$ cat config.mk
export PLATFORM = sky130hd
export DESIGN_NAME = inst_fetch_queue
export DESIGN_NICKNAME = d
export VERILOG_FILES = /design/src/rtl/inst_fetch_queue_pkg.sv /design/src/rtl/ifq_fifo.sv /design/src/rtl/inst_fetch_queue.sv
export SDC_FILE = /design/constraint.sdc
export NUM_CORES = 1
export LEC_CHECK = 0
export BUFFER_PORTS_ARGS = -buffer_cell sky130_fd_sc_hd__buf_2
export CORE_MARGIN = 5
export CORE_UTILIZATION = 45
export CTS_BUF_LIST = sky130_fd_sc_hd__clkbuf_4
export DETAILED_ROUTE_END_ITERATION = 16
export GPL_ROUTABILITY_DRIVEN = 0
export PLACE_DENSITY = 0.75
export SLEW_MARGIN = 20
export SYNTH_ARGS = -nofsm -noshare
export SYNTH_HDL_FRONTEND = slang
export SYNTH_HIERARCHICAL = 1
export SYNTH_SLANG_ARGS = --single-unit
export TNS_END_PERCENT = 50
$ cat constraint.sdc
create_clock -name clk -period 5.3 [get_ports clk]
set_input_delay 0.265 -clock clk [delete_from_list [all_inputs] [get_ports clk]]
set_output_delay 0.265 -clock clk [all_outputs]
set_load 0.005 [all_outputs]
$ cat src/rtl/inst_fetch_queue_pkg.sv
// Shared widths and the queue entry layout for the instruction fetch front end.
package inst_fetch_queue_pkg;
  localparam int IFQ_PC_W   = 30;
  localparam int IFQ_INST_W = 32;

  typedef struct packed {
    logic [IFQ_PC_W-1:0]   pc;
    logic [IFQ_INST_W-1:0] inst;
  } ifq_entry_t;
endpackage

$ cat src/rtl/ifq_fifo.sv
// Synchronous FIFO of fetched entries; pointers carry a wrap bit so full/empty need no extra flag.
module ifq_fifo
  import inst_fetch_queue_pkg::*;
#(
  parameter int DEPTH = 4
) (
  input  logic                   clk,
  input  logic                   rst,
  input  logic                   push,
  input  logic                   pop,
  input  logic                   flush,
  input  ifq_entry_t             wdata,
  output ifq_entry_t             rdata,
  output logic [$clog2(DEPTH):0] count,
  output logic                   empty,
  output logic                   full
);
  localparam int AW = $clog2(DEPTH);

  ifq_entry_t     mem [DEPTH];
  logic [AW:0]    wr_ptr, rd_ptr;

  assign count = wr_ptr - rd_ptr;
  assign empty = (wr_ptr == rd_ptr);
  assign full  = (wr_ptr[AW] != rd_ptr[AW]) && (wr_ptr[AW-1:0] == rd_ptr[AW-1:0]);
  assign rdata = mem[rd_ptr[AW-1:0]];

  always_ff @(posedge clk) begin
    if (rst || flush) begin
      wr_ptr <= '0;
      rd_ptr <= '0;
    end else begin
      if (push) wr_ptr <= wr_ptr + (AW+1)'(1);
      if (pop)  rd_ptr <= rd_ptr + (AW+1)'(1);
    end
  end

  // Full + push + pop overwrites the slot being read out this same cycle.
  always_ff @(posedge clk) begin
    if (push && !flush) mem[wr_ptr[AW-1:0]] <= wdata;
  end

  always_ff @(posedge clk) begin
    if (!rst && !flush) begin
      assert (!(push && full && !pop)) else $error("ifq_fifo overflow");
      assert (!(pop && empty))         else $error("ifq_fifo underflow");
    end
  end
endmodule

$ cat src/rtl/inst_fetch_queue.sv
// Prefetching fetch stage: credit-limited I-bus reads feed a queue drained by decode via valid/ready.
module inst_fetch_queue
  import inst_fetch_queue_pkg::*;
#(
  parameter int                  DEPTH    = 4,
  parameter int                  MAX_OUT  = 2,
  parameter logic [IFQ_PC_W-1:0] RESET_PC = '0
) (
  input  logic                  clk,
  input  logic                  rst,
  input  logic                  redirect_i,
  input  logic [IFQ_PC_W-1:0]   redirect_pc_i,
  output logic [IFQ_PC_W-1:0]   mem_addr_o,
  output logic                  mem_read_o,
  input  logic                  mem_gnt_i,
  input  logic                  mem_ready_i,
  input  logic [IFQ_INST_W-1:0] mem_dataQ_i,
  output logic [3:0]            mem_byteSel_o,
  output logic                  inst_valid_o,
  output logic [IFQ_PC_W-1:0]   inst_pc_o,
  output logic [IFQ_INST_W-1:0] inst_o,
  input  logic                  inst_ready_i,
  output logic                  stop_o
);
  localparam int CW = $clog2(DEPTH) + 1;
  localparam int OW = $clog2(MAX_OUT + 1);
  localparam int SW = CW + OW + 1;

  logic [IFQ_PC_W-1:0] fetch_pc, resp_pc;
  logic [OW-1:0]       outstanding, drop_cnt;
  logic [CW-1:0]       count;
  logic [SW-1:0]       live;
  logic                empty, full, accept, push, pop;
  ifq_entry_t          wentry, head;

  // Live entries = reads that will still land in the queue plus what is already queued.
  assign live       = SW'(outstanding) - SW'(drop_cnt) + SW'(count);
  assign mem_read_o = !rst && !redirect_i && (outstanding < OW'(MAX_OUT)) && (live < SW'(DEPTH));
  assign mem_addr_o = fetch_pc;
  assign mem_byteSel_o = 4'b1111;
  assign accept = mem_read_o && mem_gnt_i;
  assign push   = mem_ready_i && (drop_cnt == '0) && !redirect_i;

  assign inst_valid_o = !rst && !empty && !redirect_i;
  assign pop          = inst_valid_o && inst_ready_i;
  assign stop_o       = !inst_valid_o && !rst;
  assign inst_pc_o    = head.pc;
  assign inst_o       = head.inst;
  assign wentry       = '{pc: resp_pc, inst: mem_dataQ_i};

  always_ff @(posedge clk) begin
    if (rst) begin
      fetch_pc    <= RESET_PC;
      resp_pc     <= RESET_PC;
      outstanding <= '0;
      drop_cnt    <= '0;
    end else if (redirect_i) begin
      // Everything still in flight after this cycle belongs to the old stream.
      fetch_pc    <= redirect_pc_i;
      resp_pc     <= redirect_pc_i;
      outstanding <= outstanding - OW'(mem_ready_i);
      drop_cnt    <= outstanding - OW'(mem_ready_i);
    end else begin
      if (accept) fetch_pc <= fetch_pc + IFQ_PC_W'(1);
      if (push)   resp_pc  <= resp_pc + IFQ_PC_W'(1);
      outstanding <= outstanding + OW'(accept) - OW'(mem_ready_i);
      if (mem_ready_i && drop_cnt != '0) drop_cnt <= drop_cnt - OW'(1);
    end
  end

  always_ff @(posedge clk) begin
    if (!rst) begin
      assert (!(mem_ready_i && outstanding == '0)) else $error("response with nothing outstanding");
      assert (!(push && full && !pop))            else $error("fetch queue overflow");
    end
  end

  ifq_fifo #(.DEPTH(DEPTH)) u_fifo (
    .clk   (clk),
    .rst   (rst),
    .push  (push),
    .pop   (pop),
    .flush (redirect_i),
    .wdata (wentry),
    .rdata (head),
    .count (count),
    .empty (empty),
    .full  (full)
  );
endmodule

==> qor.yml <==
slowest_delay_ns: 0.38
critPathMostFrequentCell: "sky130_fd_sc_hd__inv_1"
hold-path-cell-count: 3
slew_violations: 0
netlist_area_mm2: 0.0134
io_buffers: 162
cts-buffers-inserted: 81
worst_setup_path_startpoint: "u_fifo/wr_ptr[0]"
period_share_pct: 73.7
critical-path-slowest-cell: "sky130_fd_sc_hd__fa_1"
timing.critical_path.from_type: "flip-flop"
postCtsHoldBufs: 59
r2r_end: "outstanding[1]"
ff2ff_path_depth: 19
crit_required_ns: 5.82
irDropWorstVdd_v: 0.000144
post_cts_resized: 0
detailed_place_hpwl_um: 18100
total_grt_usage_pct: 17.5
share_comb_of_total_power_pct: 6.0
ant_nets: 0
rr_startpoint: "u_fifo/wr_ptr[0]"
via_count: 8479
width_of_the_die_um: 182
netlist_instances: 846
vias_in_the_first_global_route: 8713
finish.net_count: 1204
post_dr_wirelength_cell_um: 18.6
timing.hold.worst.start: "redirect_pc_i[0]"
power.density_mw_per_mm2: 319
number_of_buffer_and_inverter_instances_along_the_worst_setup_path: 6
period_needed_ns: 3.90
seq_power_share_pct: 55.2
setup_repair_after_global_routing_missed_its_margin: "false"
core-area_mm2: 0.0295
grt_max_degree: 63
antenna_found_initial: 1
worst-r2r-setup-slack_ns: 1.40
cts-htree-levels: 3
maxClockFrequency_ghz: 0.256
insertion_delay_ns: 0.67
power_uw: 5120
drt_pre_antenna_iters: 5
critical_path_class: "flip-flop to flip-flop"
final_setup_vio_count: 0
path_max_fanout: 15
floorplan.rows: 63
grt_pass1_wl_um: 46100
cts_sinks: 320
power.clock.fraction_pct: 38.8
drc_errors_left: 0
path_clk_slew_ns: 0.06
power.internal_uw: 3960
fin_worst_skew_ns: 0.0399
result_of_the_run: "finished clean"
initialDrtViolationCount: 461
final.setup.tns_ns: 0
min-delay-path-class: "input pin to flip-flop"
initial_cell_density_of_the_core_pct: 45.3
global_route_overflow: 0
critical-path-top-delay-family: "adder cells"
cp_cell_sequence: "inv_1, ha_1, inv_1, fa_1, xnor2_1, inv_1, ha_1, nand2b_1, a21bo_2, a21oi_2, buf_4, inv_1, ha_1, inv_1, ha_1, xnor2_1, o21ai_0, xnor2_1, nor2_1"
timing.slew.headroom_pct: 30.6
die_area_mm2: 0.0332
clk_path_buf_depth: 3
switchingPower_uw: 1160
clock_root_buffer: "sky130_fd_sc_hd__clkbuf_4"
synthesis.yosys.warnings: 6
synth.avg_cell_area_um2: 15.8
hold_violation_count_in_the_final_report: 0
endpoint_kind: "flip-flop"
cp_data_arrival_time_ns: 4.42
avgViaCountPerCell: 5.41
worstHoldEndpoint: "resp_pc[0]"
io_pins: 167
leakage_uw: 0.00553
max_cap_violations: 0
area.growth.synth_to_final_pct: 19.9
detail_route.wirelength_um: 29100
cts.repair_timing.setup_buffer_count: 0
power.share.switching_pct: 22.7
final_layout_size_suffix_gt1_share_pct: 31.1
cts_tree: "built"
chipHeight_um: 182
worst_slew_pin_slew_ns: 1.04
## through the flow
step	std cells	worst slack, ns	hold WS, ns	util [%]	instance area [um2]
global route	1566	1.05	0.0377	54.3	16000
finish	1566	1.40	0.0762	54.3	16000
floorplan	849	1.17	0.364	-	13400
CTS	1565	1.41	0.00322	54.3	16000
global placement	1365	1.57	0.480	49.0	14400
detailed placement	1365	1.43	0.484	49.0	14400
## cell type report
type                       count  area [um2]
fill                        2436       13500
sequential                   320        8890
multi-input combinational    460        4090
timing repair buffer         229        1460
clock buffer                 108         811
tap                          390         488
clock inverter                33         184
inverter                      25        93.8
antenna                        1        2.50
## layout by cell type, fill, tap and decap left out, drive strengths merged, types with 12 or more instances in the layout
cell and n:
nand3 22, dfxtp 72, nand2 59, edfxtp 248, xnor2 25, buf 170
ha 17, clkbuf 108, clkinv 29, o31a 15, o21a 12, nor2 32
nand4 17, a21boi 16, mux4 62, a211oi 14, inv 26, a21oi 17
dlygate4sd3 59
## worst min-delay path, delay by kind of cell
kind | cells | cell delay [ns]
AOI/OAI and AO/OA | 2 | 0.33
buffers and inverters | 1 | 0.08
## layer usage
layer	track usage, %	vias up	routed length [um]
li1	-	3938	-
met1	23.8	4104	12500
met2	27.4	386	13500
met3	4.58	51	2600
met4	6.12	0	546
met5	0	-	0
## flip-flops by register name, summed over array words and instances, names as in the netlist, named ones only
signal and flops:
drop_cnt 2, resp_pc 30, u_fifo/wr_ptr 3, outstanding 2, mem_addr_o 30, u_fifo/mem 248, u_fifo/rd_ptr 3
## power by group through the flow
stage          combinational (uW)  sequential, uW  clock (uW)
3_5_place_dp                  274            2880           0
2_1_floorplan                 164            2860           0
6_report                      309            2820        1980
4_1_cts                       309            2820        2060
5_1_grt                       343            2830        2210
3_3_place_gp                  265            2870           0
## how the worst max path moves through the flow
stage                             endpoint  slack [ns]  depth (start not counted)
after floorplan           u_fifo/mem[3][0]        1.17                          7
after global placement      outstanding[1]        1.57                         19
after detailed placement    outstanding[1]        1.43                         19
after CTS                   outstanding[1]        1.41                         19
after global routing        outstanding[1]        1.05                         19
final                       outstanding[1]        1.40                         19
(Power assumes the default switching activity.)
